$ cat src/rtl/vga_stream_sink.sv
// -----------------------------------------------------------------------------
// vga_stream_sink
//
// Bridges a valid/ready pixel stream (with start-of-packet framing) onto a VGA
// timing generator. Incoming pixels are discarded until a start-of-packet beat
// arrives. Buffered pixels then wait for the next VGA frame_start. After that,
// one pixel is popped on every active-video cycle.
//
// Ports
//   clk               pixel clock, rising edge
//   reset             synchronous, active-high
//   data_in           pixel from the upstream stage
//   valid_in          data_in is valid
//   startofpacket_in  first pixel of a frame
//   ready_out         sink accepts a beat this cycle (combinational)
//   visible           VGA active-video indicator
//   frame_start       one-cycle pulse at the start of each VGA frame
//   pixel_out         registered pixel; 0 on cycles that did not pop
//   level             FIFO occupancy, 0..DEPTH
//   underflow         sticky: active video arrived while the FIFO was empty
//   underflow_count   saturating count of underflow cycles
//   frame_err         one-cycle pulse: the previous frame popped the wrong count
// -----------------------------------------------------------------------------
module vga_stream_sink #(
   parameter int DATA_W = 8,
   parameter int DEPTH  = 16,
   parameter int IMG_W  = 640,
   parameter int IMG_H  = 480
) (
   input  logic                       clk,
   input  logic                       reset,
   input  logic [DATA_W-1:0]          data_in,
   input  logic                       valid_in,
   input  logic                       startofpacket_in,
   output logic                       ready_out,
   input  logic                       visible,
   input  logic                       frame_start,
   output logic [DATA_W-1:0]          pixel_out,
   output logic [$clog2(DEPTH):0]     level,
   output logic                       underflow,
   output logic [15:0]                underflow_count,
   output logic                       frame_err
);

   localparam int AW = $clog2(DEPTH);
   localparam int LW = AW + 1;
   localparam logic [19:0] FRAME_PIXELS = 20'(IMG_W * IMG_H);

   typedef enum logic [1:0] {
      DROP,
      WAIT_FRAME,
      STREAM
   } state_t;

   state_t            state;
   state_t            state_nxt;

   logic [DATA_W-1:0] mem [DEPTH];
   logic [AW-1:0]     wr_ptr;
   logic [AW-1:0]     rd_ptr;

   logic              fifo_full;
   logic              fifo_empty;
   logic              accept;
   logic              do_write;
   logic              do_pop;
   logic              do_uf;

   logic [19:0]       pop_cnt;
   // Set from reset until the first frame_start seen in STREAM. The frame that
   // precedes it started mid-stream, so its count is not checked.
   logic              first_fs_pending;

   assign fifo_full  = (level == LW'(DEPTH));
   assign fifo_empty = (level == '0);

   // ---------------------------------------------------------------------------
   // Next-state and datapath strobes
   // ---------------------------------------------------------------------------
   // NOTE: every signal driven here gets a default first, so no path through
   // the case statement can leave a value held (which would infer a latch).
   always_comb begin
      state_nxt = state;
      ready_out = fifo_full ? 1'b0 : 1'b1;
      do_write  = 1'b0;
      do_pop    = 1'b0;
      do_uf     = 1'b0;

      // DROP must drain the upstream, so it always accepts.
      if (state == DROP) ready_out = 1'b1;
      accept = valid_in & ready_out;

      case (state)
         DROP: begin
            if (accept && startofpacket_in) begin
               do_write  = !fifo_full;
               state_nxt = WAIT_FRAME;
            end
         end
         WAIT_FRAME: begin
            do_write = accept;
            if (frame_start) state_nxt = STREAM;
         end
         STREAM: begin
            do_write = accept;
            // A beat written this cycle cannot satisfy this cycle's read.
            do_pop   = visible & !fifo_empty;
            do_uf    = visible &  fifo_empty;
         end
         default: state_nxt = DROP;
      endcase
   end

   // ---------------------------------------------------------------------------
   // State register
   // ---------------------------------------------------------------------------
   // NOTE: sequential state uses non-blocking assignments so every register
   // samples the pre-edge values, independent of process ordering.
   always_ff @(posedge clk) begin
      if (reset) state <= DROP;
      else       state <= state_nxt;
   end

   // ---------------------------------------------------------------------------
   // FIFO storage
   // ---------------------------------------------------------------------------
   // NOTE: the storage array has no reset. Pointers and level define which
   // entries are live, so clearing them flushes the FIFO. Leaving the array
   // unreset lets it map onto plain RAM.
   always_ff @(posedge clk) begin
      if (do_write) mem[wr_ptr] <= data_in;
   end

   // ---------------------------------------------------------------------------
   // Pointers, occupancy and output pixel
   // ---------------------------------------------------------------------------
   always_ff @(posedge clk) begin
      if (reset) begin
         wr_ptr    <= '0;
         rd_ptr    <= '0;
         level     <= '0;
         pixel_out <= '0;
      end else begin
         // Pointers are exactly AW bits wide, so they wrap modulo DEPTH.
         if (do_write) wr_ptr <= wr_ptr + 1'b1;
         if (do_pop)   rd_ptr <= rd_ptr + 1'b1;

         case ({do_write, do_pop})
            2'b10:   level <= level + 1'b1;
            2'b01:   level <= level - 1'b1;
            default: level <= level;
         endcase

         pixel_out <= do_pop ? mem[rd_ptr] : '0;
      end
   end

   // ---------------------------------------------------------------------------
   // Underflow tracking (cleared only by reset)
   // ---------------------------------------------------------------------------
   always_ff @(posedge clk) begin
      if (reset) begin
         underflow       <= 1'b0;
         underflow_count <= '0;
      end else if (do_uf) begin
         underflow <= 1'b1;
         if (underflow_count != 16'hFFFF) underflow_count <= underflow_count + 16'd1;
      end
   end

   // ---------------------------------------------------------------------------
   // Per-frame pixel accounting
   // ---------------------------------------------------------------------------
   // Every active-video cycle in STREAM counts, whether it popped a pixel or
   // underflowed, so the count tracks what the display consumed.
   always_ff @(posedge clk) begin
      if (reset) begin
         pop_cnt          <= '0;
         first_fs_pending <= 1'b1;
         frame_err        <= 1'b0;
      end else begin
         frame_err <= 1'b0;
         if (state == STREAM) begin
            if (frame_start) begin
               frame_err        <= !first_fs_pending && (pop_cnt != FRAME_PIXELS);
               first_fs_pending <= 1'b0;
               // The frame_start cycle is the first cycle of the new frame.
               pop_cnt          <= (do_pop | do_uf) ? 20'd1 : 20'd0;
            end else if (do_pop | do_uf) begin
               pop_cnt <= pop_cnt + 20'd1;
            end
         end
      end
   end

endmodule

$ cat config.mk
export PLATFORM = sky130hd
export DESIGN_NAME = vga_stream_sink
export DESIGN_NICKNAME = d
export VERILOG_FILES = /design/src/rtl/vga_stream_sink.sv
export SDC_FILE = /design/constraint.sdc
export NUM_CORES = 1
export LEC_CHECK = 0
export BUFFER_PORTS_ARGS = -buffer_cell sky130_fd_sc_hd__buf_2
export CORE_UTILIZATION = 60
export CTS_CLUSTER_SIZE = 14
export DETAILED_ROUTE_END_ITERATION = 10
export PLACE_DENSITY_LB_ADDON = 0.12
export SLEW_MARGIN = 20
export SYNTH_ARGS = -nofsm -noshare
export SYNTH_HDL_FRONTEND = slang
export SYNTH_SLANG_ARGS = --single-unit
$ cat constraint.sdc
create_clock -name clk -period 4 [get_ports clk]
set_input_delay 0.8 -clock clk [delete_from_list [all_inputs] [get_ports clk]]
set_output_delay 0.8 -clock clk [all_outputs]
set_load 0.02 [all_outputs]
==> results_dict.tcl, run 1 <==
set metrics [dict create \
    r2r_slack_ns 0.64 \
    crit_type "reg2reg" \
    min_to "frame_err" \
    syn_inst 558 \
    leakage_nw 3.090 \
    nFillCells 885 \
    synth.area.top_cells "edfxtp_1, dfxtp_1, mux4_2" \
    ys_ff_latch 190 \
    postCtsSetupRepairBufs 0 \
    synth_top_area_cell "edfxtp_1" \
    drt_wl_total_um 14610 \
    clockBufferDepth 2 \
    synth_nets 589 \
    reg2reg_to "level[4]" \
    grt_busiest_layer "met2" \
    hold-path-cell-count 1 \
    avgSynthCellArea_um2 14.19 \
    ys_seq_area_share_pct 64.23 \
    core_mm2 0.01272 \
    area_growth_pct 13.20 \
    maxSlewHeadroom_pct 34.32 \
    antenna_found_initial 0 \
    period_share_pct 84.12 \
    hold_viol_final 0 \
    powerDensity_mw_per_mm2 482.4 \
    status "finished clean" \
    cts_max_level 4 \
    final_core_util_pct 70.44 \
    post-route-min-period_ns 3.365 \
    clkLatencyLatePin_ns 0.44 \
    drv_cap 0 \
    place_ws_ns 0.6044 \
    place.port_buffers 45 \
    setup_tns_ns 0 \
    hp-start "first_fs_pending" \
    cts_made_buffers 17 \
    grtUsageMet3_pct 5.664 \
    cts_resized 0 \
    ys_async_sr_fraction_pct 0 \
    antenna_left 0 \
    crit_path_start_kind "flip-flop" \
    cts_tree "yes" \
    clkSlewWorstSetupHoldPaths_ns 0.06 \
    setup_viol 0 \
    final_common_cell "edfxtp_1" \
    rows 41 \
    use_met1_pct 29.42 \
    postPlaceCellArea_mm2 0.008366 \
    dr.first_iter.drc_count 342 \
    timing.hold.ws_ns 0.4308 \
    vias 4658 \
    drcViolationCount 0 \
    antennaDiodeCount 0 \
    synth-edff-count 128 \
    hold_class "reg2reg" \
    grt_usage_pct 23.30 \
    critical_path_arrival_ns 3.72 \
    gr-usage-met2_pct 38.78 \
    vdd_ir_drop_max_mv 0.3276 \
    die_x_um 116.9 \
    grt_pass1_vias 4546 \
    synth_flop_cell "edfxtp_1" \
    endpoint_kind "flip-flop" \
    start_util_pct 62.22 \
    avgViaCountPerCell 5.844 \
    die_area_mm2 0.01366 \
    gr-total-overflow 0 \
    postLayoutCellArea_mm2 0.008961 \
    cts-root-buf "clkbuf_16" \
    timing.rr.start "state[0]" \
    r2r_cells 14 \
    worstPathRequired_ns 4.36 \
    die_h_um 116.9 \
    cts_sinks 190 \
    place.gp.congestion 0.7903 \
    wl_per_cell_um 18.33 \
    pin_count 46 \
    setup_ws_ns 0.6353 \
    final-max-slew-violation-count 0 \
    final_cell_mix "edfxtp_1, dfxtp_1, nor2_1, buf_2, mux4_2" \
    drive_above_1_share_pct 20.64 \
    grt_pass1_wl_um 22920 \
    ctsHoldBuffers 0 \
    path_max_fanout 8 \
    ys_warn_count 0 \
    dr.pass1.iters 4 \
    grt_setup_unrepaired "no" \
    clock-skew-final_ns 0.006959 \
    tightest_slew_ns 0.9839 \
    dp_hpwl_um 9373 \
    grt_max_degree 43 \
    layout.nets 643 \
    syn_area_mm2 0.007916 \
    yosysUniqueCellTypes 43 \
    max_freq_mhz 297.2 \
    synth_top_cell_area_share_pct 48.55 \
]
-- critical path, stage by stage, from the launching register on --
cell	delay [ns]
dfxtp_1	0.41
inv_1	0.09
ha_1	0.32
nor2_1	0.05
nor4b_1	0.50
and2_1	0.22
inv_1	0.06
ha_1	0.29
xor2_1	0.18
ha_1	0.23
a211o_1	0.28
a21oi_1	0.14
a221oi_1	0.07
or3_1	0.32
a21oi_1	0.14
-- worst max path at each step --
stage	start	to	cells past startpoint
2_1_floorplan	startofpacket_in	level[4]	13
3_3_place_gp	startofpacket_in	level[4]	13
3_5_place_dp	startofpacket_in	level[4]	13
4_1_cts	state[0]	level[4]	14
5_1_grt	state[0]	level[4]	14
6_report	state[0]	level[4]	14
-- metal layers --
| metal | part of all wire, % | wire length, um |
|---|---|---|
| met5 | 0 | 0 |
| met2 | 50 | 7329 |
| met1 | 43 | 6297 |
| met4 | 1.9 | 281 |
| met3 | 4.8 | 702 |
-- report_power, final --
part / internal [mW] / switching, mW / leakage, nW
logic: 0.172 / 0.237 / 1.15
registers: 2.16 / 0.0499 / 1.65
clock network: 0.982 / 0.719 / 0.282
-- flip-flops by register name, indices dropped and copies added (netlist names) --
signal,count
first_fs_pending,1
frame_err,1
level,5
mem,128
pixel_out,8
pop_cnt,20
rd_ptr,4
state,2
underflow,1
underflow_count,16
wr_ptr,4
-- cell type report --
type / instances / area, um^2 / share of cell area, %
clock buffers: 18 / 429.2 / 4.789
clock inverters: 14 / 166.4 / 1.857
inverters: 13 / 48.80 / 0.5445
multi-input cells: 329 / 2670 / 29.80
flip-flops and latches: 190 / 5086 / 56.76
well taps: 172 / 215.2 / 2.402
repair buffers: 61 / 345.3 / 3.854
-- metrics by stage --
step	power, mW	cells
2_1_floorplan	2.539	558
3_5_place_dp	2.668	765
4_1_cts	4.348	797
6_report	4.323	797
5_1_grt	4.474	797
3_3_place_gp	2.645	765
-- kinds of logic (layout without fill, tap and decap cells) --
| group | count (synthesis) | in the layout | share of synthesized area (%) |
|---|---|---|---|
| flops | 190 | 190 | 64.23 |
| simple gates | 170 | 170 | 11.14 |
| compound gates | 61 | 61 | 5.153 |
| mux | 46 | 46 | 10.87 |
| buf+inv | 39 | 106 | 2.039 |
| xor+xnor | 35 | 35 | 3.872 |
| fa+ha+maj | 17 | 17 | 2.687 |
-- cells in the mapped netlist, drive strengths merged (2+ instances only) --
cell type / number
a211o: 3
nand2b: 4
or3: 4
xnor2: 13
nor3: 11
o211ai: 5
and4: 6
mux4: 32
edfxtp: 128
xor2: 22
o21ai: 9
a221oi: 2
nand4: 9
nand3: 13
nor4: 10
o22ai: 2
clkbuf: 15
a21oi: 13
a211oi: 19
and3: 9
nor4b: 2
a21o: 3
buf: 11
nor2: 57
mux2i: 14
or4: 4
inv: 13
dfxtp: 62
ha: 17
nand2: 25
a22oi: 3
nor2b: 12
Note: power is estimated with default switching activity, not from simulation.
==> inputs of run 2 (changes only) <==
--- a/config.mk
+++ b/config.mk
@@ -5,8 +5,9 @@
 export SDC_FILE = /design/constraint.sdc
 export NUM_CORES = 1
 export LEC_CHECK = 0
+export ABC_AREA = 1
 export BUFFER_PORTS_ARGS = -buffer_cell sky130_fd_sc_hd__buf_2
-export CORE_UTILIZATION = 60
+export CORE_UTILIZATION = 61
 export CTS_CLUSTER_SIZE = 14
 export DETAILED_ROUTE_END_ITERATION = 10
 export PLACE_DENSITY_LB_ADDON = 0.12
==> constraint.sdc (replaced) <==
create_clock -name clk -period 3.47 [get_ports clk]
set_input_delay 0.694 -clock clk [delete_from_list [all_inputs] [get_ports clk]]
set_output_delay 0.694 -clock clk [all_outputs]
set_load 0.02 [all_outputs]
==> results_dict.tcl, run 2 <==
set metrics [dict create \
    status "finished clean" \
    synth_fa_ha_area_share_pct 2.537 \
    postPlaceCellArea_mm2 0.008690 \
    synth_flop_cell "edfxtp_1" \
    grt_max_degree 67 \
    final_common_cell "nor2_1" \
    grt_pass1_wl_um 29640 \
    dr.pass1.iters 5 \
    hold_class "reg2reg" \
    synth-edff-count 128 \
    clkSlewWorstSetupHoldPaths_ns 0.07 \
    synth_commonest_cells "nor2_1, nand2_1, edfxtp_1" \
    ys_ff_latch 190 \
    synth_mux_area_share_pct 0 \
    vias 6205 \
    drcViolationCount 0 \
    cts-root-buf "clkbuf_16" \
    synth_top_area_cell "edfxtp_1" \
    path_max_fanout 6 \
    start_util_pct 62.82 \
    cts_resized 0 \
    grt_pass1_vias 5934 \
    clkLatencyLatePin_ns 0.43 \
    grt_setup_unrepaired "no" \
    setup_viol 0 \
    die_x_um 119.2 \
    hold_viol_final 0 \
    core_mm2 0.01335 \
    ys_warn_count 0 \
    worstPathRequired_ns 3.77 \
    cts_sinks 190 \
    postLayoutCellArea_mm2 0.009218 \
    layout.nets 931 \
    avgViaCountPerCell 5.703 \
    dr.first_iter.drc_count 589 \
    setup_tns_ns 0 \
    antenna_found_initial 0 \
    drv_cap 0 \
    reg_top3 "mem (128), pop_cnt (20), underflow_count (16)" \
    final_core_util_pct 69.06 \
    drive_above_1_share_pct 10.86 \
    synth.area.top_cells "edfxtp_1, dfxtp_1, nor2_1" \
    clock-skew-final_ns 0.008472 \
    yosysMostFrequentCell "nor2_1" \
    final-seq-area_mm2 0.005086 \
    avgSynthCellArea_um2 9.751 \
    maxSlewHeadroom_pct 43.37 \
    synth_top_cell_area_share_pct 45.84 \
    wl_per_cell_um 16.72 \
    synth_nets 891 \
    regMostFlops "mem" \
    syn_inst 860 \
    final_cell_mix "nor2_1, nand2_1, edfxtp_1, o21ai_0, inv_1" \
    antenna_left 0 \
    die_h_um 119.2 \
    grt_usage_pct 27.25 \
    cts_tree "yes" \
    endpoint_kind "flip-flop" \
    synth_top_family_by_area "simple AND/OR/NAND/NOR gates" \
    tightest_slew_ns 0.8463 \
    powerDensity_mw_per_mm2 570.5 \
    ys_seq_area_share_pct 60.64 \
    max_freq_mhz 388.7 \
    cts_made_buffers 17 \
    ctsHoldBuffers 0 \
    ys_async_sr_fraction_pct 0 \
    final-max-slew-violation-count 0 \
    cts_max_level 4 \
    gr-total-overflow 0 \
    syn_area_mm2 0.008386 \
    crit_type "reg2reg" \
    synth-simple-area-share_pct 18.82 \
    pin_count 46 \
    area_growth_pct 9.922 \
    largest_reg_flops 128 \
    crit_path_start_kind "flip-flop" \
    postCtsSetupRepairBufs 0 \
    post-route-min-period_ns 2.573 \
    place.port_buffers 45 \
    timing.hold.ws_ns 0.4656 \
    period_share_pct 74.15 \
    leakage_nw 3.437 \
    rows 42 \
    place.gp.congestion 0.8851 \
    vdd_ir_drop_max_mv 0.4417 \
    synth_compound_area_share_pct 11.38 \
    die_area_mm2 0.01422 \
    nFillCells 1035 \
    synth-xor-area-share_pct 1.149 \
    multi_input_area_mm2 0.002841 \
    critical_path_arrival_ns 2.87 \
    yosysUniqueCellTypes 40 \
    antennaDiodeCount 0 \
    dp_hpwl_um 11930 \
    drt_wl_total_um 18200 \
    clockBufferDepth 2 \
]
[run 2: through the flow]
stage	cells	worst slack [ns]	power, mW
after floorplan	860	1.100	3.276
after global placement	1057	0.9447	3.475
after detailed placement	1057	0.8807	3.517
after CTS	1088	0.9122	5.270
after global routing	1088	0.6562	5.496
final	1088	0.8971	5.259
[run 2: cell type report]
cell class / count / area share [%]
clock buffer: 24 / 5.009
clock inverter: 7 / 0.7194
inverter: 72 / 2.946
multi-input combinational: 568 / 30.83
sequential: 190 / 55.18
tap: 176 / 2.389
timing repair buffer: 51 / 2.932
[run 2: power breakdown]
group | internal [mW] | switching [mW] | total (mW)
Combinational | 0.257 | 0.622 | 0.879
Clock | 1.00 | 0.779 | 1.78
Sequential | 2.53 | 0.0690 | 2.60
Total | 3.79 | 1.47 | 5.26
[run 2: logic make-up after synthesis]
logic type,Yosys count
AOI/OAI and AO/OA,172
xor gates and xnor gates,11
adders and majority gates,17
buffers and inverters,102
DFF,190
and+or+nand+nor,368
[run 2: layer usage]
metal	vias to the layer above	GRT usage (%)	part of all wire (%)	wire length [um]
met5	-	0	0	0
met3	23	6.466	6.4	1163
li1	3019	-	-	-
met2	230	45.17	48	8814
met4	0	7.516	1.8	329
met1	2933	35.83	43	7887
[run 2: critical path: stages, from the launching register on]
cell and delay (ns):
dfxtp_1 0.39, inv_1 0.10, ha_1 0.26, nand2_2 0.13
inv_1 0.06, nand2_1 0.16, inv_1 0.14, ha_1 0.28
xor2_1 0.19, ha_1 0.20, a21o_1 0.17, nand3_1 0.10
nand2_1 0.05, nand2_1 0.05, nand2_1 0.05, nand2_1 0.05
a21oi_1 0.05
[run 2: path summary, 6_finish.rpt]
path	startpoint	endpoint	slack (ns)	cells past startpoint
max	state[0]	level[4]	0.90	16
min	underflow	underflow	0.47	2
max reg2reg	state[0]	level[4]	0.90	16
min reg2reg	underflow	underflow	0.47	2
